==> config.mk <==
export PLATFORM = sky130hd
export DESIGN_NAME = id_ex_stage
export DESIGN_NICKNAME = d
export VERILOG_FILES = /design/src/rtl/id_ex_stage.sv
export SDC_FILE = /design/constraint.sdc
export NUM_CORES = 1
export LEC_CHECK = 0
export CAP_MARGIN = 20
export CORE_UTILIZATION = 36
export DETAILED_ROUTE_END_ITERATION = 7
export PLACE_DENSITY = 0.75
export SLEW_MARGIN = 40
export SYNTH_ARGS = -nofsm -noshare
export SYNTH_HDL_FRONTEND = slang
export SYNTH_SLANG_ARGS = --single-unit
==> constraint.sdc <==
create_clock -name clk -period 1.99 [get_ports clk]
set_input_delay 0.2985 -clock clk [delete_from_list [all_inputs] [get_ports clk]]
set_output_delay 0.2985 -clock clk [all_outputs]
set_load 0.01 [all_outputs]
==> src/rtl/id_ex_stage.sv <==
// ID/EX pipeline register with load-use stall detection and a multi-cycle
// mult/div hold. Presents registered operands and control to EX and the
// forwarding unit, and produces PC/IF-ID write enables and the EX hold flag.
module id_ex_stage #(
    parameter int DATA_W     = 32,
    parameter int ALUOP_W    = 4,
    parameter int MD_LATENCY = 4
) (
    input  logic               clk,
    input  logic               rst_n,
    input  logic [4:0]         IF_ID_rs,
    input  logic [4:0]         IF_ID_rt,
    input  logic [4:0]         IF_ID_rd,
    input  logic               ID_Uses_Rt,
    input  logic [DATA_W-1:0]  ID_Read_Data1,
    input  logic [DATA_W-1:0]  ID_Read_Data2,
    input  logic [DATA_W-1:0]  ID_Imm,
    input  logic               ID_Reg_Write,
    input  logic               ID_Mem_Read,
    input  logic               ID_Mem_Write,
    input  logic               ID_Mem_To_Reg,
    input  logic               ID_ALU_Src,
    input  logic               ID_Reg_Dst,
    input  logic               ID_Mult_Div,
    input  logic [ALUOP_W-1:0] ID_ALU_Op,
    input  logic               Flush,
    output logic [4:0]         ID_EX_rs,
    output logic [4:0]         ID_EX_rt,
    output logic [4:0]         ID_EX_dest,
    output logic [DATA_W-1:0]  ID_EX_Read_Data1,
    output logic [DATA_W-1:0]  ID_EX_Read_Data2,
    output logic [DATA_W-1:0]  ID_EX_Imm,
    output logic               ID_EX_Reg_Write,
    output logic               ID_EX_Mem_Read,
    output logic               ID_EX_Mem_Write,
    output logic               ID_EX_Mem_To_Reg,
    output logic               ID_EX_ALU_Src,
    output logic               ID_EX_Mult_Div,
    output logic [ALUOP_W-1:0] ID_EX_ALU_Op,
    output logic               PC_Write,
    output logic               IF_ID_Write,
    output logic               EX_Hold
);

    // A mult/div sits in EX for MD_LATENCY cycles; the capture cycle is the
    // first, so the counter covers the remaining MD_LATENCY-1 hold cycles.
    localparam logic [3:0] MD_CNT_INIT = 4'(MD_LATENCY - 1);

    typedef enum logic {
        RUN     = 1'b0,
        MD_BUSY = 1'b1
    } state_t;

    state_t     state, state_nx;
    logic [3:0] md_cnt, md_cnt_nx;
    logic       load_use;
    logic       capture;
    logic       bubble;

    // Load in EX whose destination is a source of the instruction in ID.
    // Register 0 is never a real dependency, and a bubble has Mem_Read=0,
    // so each load-use pair stalls exactly once.
    always_comb begin
        load_use = ID_EX_Mem_Read && (ID_EX_dest != 5'd0) &&
                   ((ID_EX_dest == IF_ID_rs) ||
                    (ID_Uses_Rt && (ID_EX_dest == IF_ID_rt)));
    end

    // Per-cycle decision: Flush beats the mult/div hold, which beats the
    // load-use stall, which beats normal advance.
    always_comb begin
        state_nx    = state;
        md_cnt_nx   = md_cnt;
        capture     = 1'b0;
        bubble      = 1'b0;
        PC_Write    = 1'b1;
        IF_ID_Write = 1'b1;
        EX_Hold     = 1'b0;
        if (Flush) begin
            bubble    = 1'b1;
            state_nx  = RUN;
            md_cnt_nx = 4'd0;
        end else if (state == MD_BUSY) begin
            PC_Write    = 1'b0;
            IF_ID_Write = 1'b0;
            EX_Hold     = 1'b1;
            md_cnt_nx   = md_cnt - 4'd1;
            if (md_cnt == 4'd1) begin
                state_nx = RUN;
            end
        end else if (load_use) begin
            bubble      = 1'b1;
            PC_Write    = 1'b0;
            IF_ID_Write = 1'b0;
        end else begin
            capture = 1'b1;
            if (ID_Mult_Div) begin
                md_cnt_nx = MD_CNT_INIT;
                state_nx  = MD_BUSY;
            end
        end
    end

    // FSM state and mult/div countdown.
    always_ff @(posedge clk or negedge rst_n) begin
        if (!rst_n) begin
            state  <= RUN;
            md_cnt <= 4'd0;
        end else begin
            state  <= state_nx;
            md_cnt <= md_cnt_nx;
        end
    end

    // ID/EX register: load a bubble, capture ID, or hold (mult/div busy).
    always_ff @(posedge clk or negedge rst_n) begin
        if (!rst_n) begin
            ID_EX_rs         <= '0;
            ID_EX_rt         <= '0;
            ID_EX_dest       <= '0;
            ID_EX_Read_Data1 <= '0;
            ID_EX_Read_Data2 <= '0;
            ID_EX_Imm        <= '0;
            ID_EX_Reg_Write  <= 1'b0;
            ID_EX_Mem_Read   <= 1'b0;
            ID_EX_Mem_Write  <= 1'b0;
            ID_EX_Mem_To_Reg <= 1'b0;
            ID_EX_ALU_Src    <= 1'b0;
            ID_EX_Mult_Div   <= 1'b0;
            ID_EX_ALU_Op     <= '0;
        end else if (bubble) begin
            ID_EX_rs         <= '0;
            ID_EX_rt         <= '0;
            ID_EX_dest       <= '0;
            ID_EX_Read_Data1 <= '0;
            ID_EX_Read_Data2 <= '0;
            ID_EX_Imm        <= '0;
            ID_EX_Reg_Write  <= 1'b0;
            ID_EX_Mem_Read   <= 1'b0;
            ID_EX_Mem_Write  <= 1'b0;
            ID_EX_Mem_To_Reg <= 1'b0;
            ID_EX_ALU_Src    <= 1'b0;
            ID_EX_Mult_Div   <= 1'b0;
            ID_EX_ALU_Op     <= '0;
        end else if (capture) begin
            ID_EX_rs         <= IF_ID_rs;
            ID_EX_rt         <= IF_ID_rt;
            ID_EX_dest       <= ID_Reg_Dst ? IF_ID_rd : IF_ID_rt;
            ID_EX_Read_Data1 <= ID_Read_Data1;
            ID_EX_Read_Data2 <= ID_Read_Data2;
            ID_EX_Imm        <= ID_Imm;
            ID_EX_Reg_Write  <= ID_Reg_Write;
            ID_EX_Mem_Read   <= ID_Mem_Read;
            ID_EX_Mem_Write  <= ID_Mem_Write;
            ID_EX_Mem_To_Reg <= ID_Mem_To_Reg;
            ID_EX_ALU_Src    <= ID_ALU_Src;
            ID_EX_Mult_Div   <= ID_Mult_Div;
            ID_EX_ALU_Op     <= ID_ALU_Op;
        end
    end

endmodule

=== Word-level counts from Yosys, hierarchy flattened ===
Cells that the tools add are included.

* $add $sub $neg: 1
* Mux-type cells: 45
* Equality and inequality tests: 4
* Reductions and logical operators: 8

{| class="wikitable"
|+ Operator list
! operator !! number
|-
| $mux W32 || 6
|-
| $mux W5 || 7
|-
| $mux W1 || 26
|-
| $mux W4 || 6
|-
| $eq A5 B5 Y1 || 2
|-
| $reduce_bool A5 Y1 || 1
|-
| $eq A4 B1 Y1 const B || 1
|-
| $sub A4 B1 Y4 const B || 1
|-
| $logic_and A1 B1 Y1 || 3
|-
| $ne A3 B3 Y1 const B || 1
|-
| $reduce_bool A3 Y1 || 1
|-
| $reduce_and A2 Y1 || 1
|-
| $reduce_bool A2 Y1 || 1
|-
| $logic_or A1 B1 Y1 || 1
|}

* Output and inout bits: 124
* Register bits: 126
* Logic and storage cells: 73

=== Depth between registers and ports, before layout ===
Gate-level depths: netlist (run 1).

* Depth after elaboration: 9
* Gate-level depth with buffers: 8
* Gate-level depth less buffers: 5

=== Least setup slack after synthesis (run 1) ===
No wires, ideal clock.

* Kind: register -> output
* Start point: reg ID_EX_dest[3]
* End point: out PC_Write
* Arrival time: 1.972 ns
* Stages on the path, launching flop included: 8
* Data required time: 1.691 ns
* Buffers on the path: 2
* Setup slack: -0.280 ns
* Cells stage by stage: dfrtp_1 > xor2_1 > nor4_1 > a32oi_1 > nor2_1 > clkbuf_1 > o21bai_1 > buf_4

* Cells in the longest elaborated chain, start to end: 7

{| class="wikitable"
|+ RTL lines
! what !! line !! source
|-
| start: declaration || 29 || <nowiki>output logic [4:0] ID_EX_dest,</nowiki>
|-
| start signal: assignment || 148 || <nowiki>ID_EX_dest <= ID_Reg_Dst ? IF_ID_rd : IF_ID_rt;</nowiki>
|-
| $eq A5 B5 Y1 || 66 || <nowiki>(ID_Uses_Rt && (ID_EX_dest == IF_ID_rt)));</nowiki>
|-
| $logic_and A1 B1 Y1 || 66 ||
|-
| $logic_or A1 B1 Y1 || 65 || <nowiki>((ID_EX_dest == IF_ID_rs) ||</nowiki>
|-
| $logic_and A1 B1 Y1 * || 64 || <nowiki>load_use = ID_EX_Mem_Read && (ID_EX_dest != 5'd0) &&</nowiki>
|-
| $mux W1 * (3 in a row) || n/a ||
|-
| end: declaration || 40 || <nowiki>output logic PC_Write,</nowiki>
|}

Every way passes the cells marked *; elsewhere a longest branch is shown, timed or not.

=== Worst setup path in the final report (run 1) ===
* Start point: reg ID_EX_dest[4]
* End point: out PC_Write

* Cells in the longest elaborated chain, start to end: 7

{| class="wikitable"
|+ RTL lines
! what !! line !! source
|-
| $eq A5 B5 Y1 || 66 ||
|-
| $logic_and A1 B1 Y1 || 66 ||
|-
| $logic_or A1 B1 Y1 || 65 ||
|-
| $logic_and A1 B1 Y1 * || 64 ||
|-
| $mux W1 * || 91 || <nowiki>end else if (load_use) begin</nowiki>
|-
| $mux W1 * || 83 || <nowiki>end else if (state == MD_BUSY) begin</nowiki>
|-
| $mux W1 * || 79 || <nowiki>if (Flush) begin</nowiki>
|}

Marks and branches as above.

==> results.yml, run 1 <==
global_routing:
  grt_pass1_wl_um: 25500
  grt_overflow: 0
  antenna_found_initial: 0
  grt_pass1_vias: 4708
  grt_usage_pct: 23.42
  grt_max_degree: 68
setup_path:
  cp.required_ns: 1.69
  cp_slowest_cell: "or4_4"
  crit_path_max_fanout: 4
  critPathArrivalTime_ns: 1.94
  critPathCaptureType: "output pin"
  start_kind: "flop"
  crit_path_cell_trace: "or4_4, o21ai_2, nor2_2, o21bai_4, buf_6"
  critPathKind: "reg -> out"
  cp_slowest_stage_delay_ns: 0.53
power_and_ir_drop:
  clkPwrFrac_pct: 38.2
  leakagePower_nw: 3.712
  p_switching_w: 0.001836
  combinationalPowerShare_pct: 21.7
  p_int_w: 0.005531
  cellPowerDensity_nw_per_um2: 836.4
  ir_drop_mv: 0.4929
  pwr-share-seq_pct: 40.2
  switching_share_pct: 24.92
routing:
  drt_iter0_markers: 367
  vias: 4569
  vias_per_cell: 5.498
  wl_per_cell_um: 19.64
  ant_nets: 0
  wirelength_um: 16320
  firstDrtPassIters: 5
  drc: 0
final_layout:
  stdcell_area_um2: 8807
  final_nets: 770
  syn_to_final_growth_pct: 75.98
  drive_gt1_share_pct: 14.05
  nFillCells: 978
  antenna-diode-count: 0
  final_util_pct: 65.72
timing:
  layout_setup_ws_ns: -0.2461
  fin_crit_sh_pct: 112.4
  hold_viol_final: 0
  worstMarginPinSlew_ns: 0.4068
  clock.fmax_ghz: 0.4472
  fin_crit_ns: 2.236
  maxSlewHeadroom_pct: 72.88
  fin_skew_ns: 0.006012
  rsz0062_at_grt: "yes"
  slew_viol_final: 0
  whs_ns: 0.3662
  final-setup-viol-count: 111
floorplan:
  core_area_um2: 13400
  start_util_pct: 37.35
  ioPinCount: 250
  die_w_um: 119.9
  chipHeight_um: 119.9
  num_rows: 42
  die_area_um2: 14380
clocking:
  cts_tree: "built"
  htreeDepth: 4
  worstSkewPairLatency_ns: 0.41
  clock_path_buffers: 2
  cts_buffers: 17
  ctsRootBufferMaster: "clkbuf_16"
  clk_pin_slew_worst_paths_ns: 0.05
  cts.sinks: 126
run_status:
  violations: "negative setup slack"
  status: "complete, but fails checks"
logic_synthesis:
  synth.yosys.seq_area_share_pct: 63.00
  ys_ff_latch: 126
  syn_nets: 498
  avgSynthCellArea_um2: 13.53
  synth_cell_types: 31
  synth_area_um2: 5005
  syn-instance-count: 370
  yosys_warnings: 0
placement:
  dpl_cell_area_um2: 7873
  post-dp-hpwl_um: 10150
  place_ws_ns: -0.5325
  gp_congestion: 0.8106
  numPortBuffers: 249
flow_run:
  maxCapViolCount: 0
worst_hold_path:
  hold_class: "in -> async"
[metal layers]
metal / up-vias / share of wire, % / GRT usage, %
li1: 2026 / - / -
met1: 2294 / 40 / 29.14
met2: 217 / 51 / 38.65
met3: 32 / 6.2 / 5.798
met4: 0 / 2.6 / 9.922
met5: - / 0 / 0
[worst max-delay path, delay by kind of cell (launching register included)]
kind / cells / cell delay (ns)
and+or+nand+nor: 2 / 0.61
DFF: 1 / 0.43
AOI/OAI and AO/OA: 2 / 0.36
buffers and inverters: 1 / 0.12
[repair_timing]
action / CTS / global route
gates cloned: 9 / 0
gates resized for setup: 28 / 0
endpoints found under the setup margin: 111 / 110
hold endpoints to repair: 27 / 0
pin swaps: 49 / 0
hold buffers: 1 / 0
buffers inserted: 8 / 1
[cells in the final DEF, fill, tap and decap left out, drive strengths merged, types with 2 or more instances in the layout]
cell / Yosys / routed
clkdlybuf4s50: 0 / 245
nor2: 7 / 7
o21ai: 4 / 4
o32ai: 5 / 5
a32oi: 3 / 3
nor3: 2 / 2
clkinv: 0 / 5
inv: 13 / 13
dfrtp: 126 / 126
a22o: 2 / 2
clkbuf: 30 / 25
nand2: 20 / 20
or2: 2 / 3
o41ai: 10 / 10
a32o: 104 / 104
xor2: 11 / 11
mux2i: 5 / 5
ha: 2 / 2
buf: 15 / 50
[cell usage after synthesis]
library cell / count / share of area, %
dfrtp_1: 126 / 63
a32o_1: 104 / 21
clkbuf_1: 30 / 2.3
nand2_1: 20 / 1.5
inv_1: 13 / 0.98
xor2_1: 11 / 1.9
o41ai_1: 10 / 1.7
buf_2: 9 / 0.90
nor2_1: 7 / 0.53
mux2i_1: 5 / 1.0
o32ai_1: 5 / 0.87
a32oi_1: 3 / 0.53
buf_6: 3 / 0.67
o21ai_0: 3 / 0.30
a22o_1: 2 / 0.35
buf_1: 2 / 0.15
ha_1: 2 / 0.50
nor3_1: 2 / 0.20
a211oi_1: 1 / 0.15
a221oi_1: 1 / 0.18
and2_1: 1 / 0.13
buf_4: 1 / 0.15
nor2b_1: 1 / 0.13
nor4_1: 1 / 0.13
o21ai_1: 1 / 0.10
o21bai_1: 1 / 0.15
o22ai_1: 1 / 0.13
or2_1: 1 / 0.13
or2_2: 1 / 0.13
or4_1: 1 / 0.15
xnor2_1: 1 / 0.18
[through the flow]
| stage | std cells | TNS (ns) | total power [W] |
|---|---|---|---|
| final | 831 | -18.12 | 0.007367 |
| after global routing | 831 | -29.28 | 0.007680 |
| after CTS | 830 | -20.13 | 0.007439 |
| after detailed placement | 780 | -57.48 | 0.004547 |
| after global placement | 780 | -48.83 | 0.004505 |
| after floorplan | 370 | 0 | 0.003547 |
[sequential cells by signal, indices dropped and copies added (netlist names), 4 cells and up]
signal	flops
ID_EX_Imm	32
md_cnt	4
ID_EX_rs	5
ID_EX_dest	5
ID_EX_Read_Data2	32
ID_EX_rt	5
ID_EX_ALU_Op	4
ID_EX_Read_Data1	32
[logic make-up after synthesis]
family	Yosys count	synth area share (%)
muxes	5	1.000
DFF	126	63.00
and+or+nand+nor	35	3.001
xor gates and xnor gates	12	2.100
adders and majority gates	2	0.4999
buffers and inverters	58	5.100
AOI/OAI and AO/OA	132	25.30
[final timing paths]
path                                from              endpoint  slack [ns]  depth (start not counted)
max in group asynchronous          rst_n         ID_EX_Imm[10]        0.98                          3
max                        ID_EX_dest[4]              PC_Write       -0.25                          5
min                                rst_n  ID_EX_Read_Data2[21]        0.37                          2
max reg2reg                ID_EX_dest[1]         ID_EX_Imm[19]       -0.23                          8
min reg2reg                  ID_EX_rt[3]           ID_EX_rt[3]        0.48                          2
min in group clk             ID_Mem_Read        ID_EX_Mem_Read        0.45                          3
[final cells by class]
type / count / area, µm² / share of cell area (%)
tap: 176 / 220.2 / 2.500
sequential: 126 / 3158 / 35.86
inverter: 13 / 48.80 / 0.5541
timing repair buffer: 297 / 3184 / 36.16
clock inverter: 7 / 62.56 / 0.7103
multi-input combinational: 187 / 1658 / 18.82
clock buffer: 25 / 475.5 / 5.398
[power by group through the flow]
| stage | clock (W) | combinational (W) | sequential, W |
|---|---|---|---|
| after floorplan | 0 | 0.000449 | 0.00310 |
| after global placement | 0 | 0.00152 | 0.00299 |
| after detailed placement | 0 | 0.00154 | 0.00300 |
| after CTS | 0.00287 | 0.00161 | 0.00296 |
| after global routing | 0.00299 | 0.00170 | 0.00299 |
| final | 0.00281 | 0.00160 | 0.00296 |
Power figures use the tool's default switching activity.
==> run 2: changes to the inputs <==
HOLD_SLACK_MARGIN = 0.06   (was default)
==> results of run 2 <==
Same layout as run 1: the final DEF is identical, and so are final timing and power.
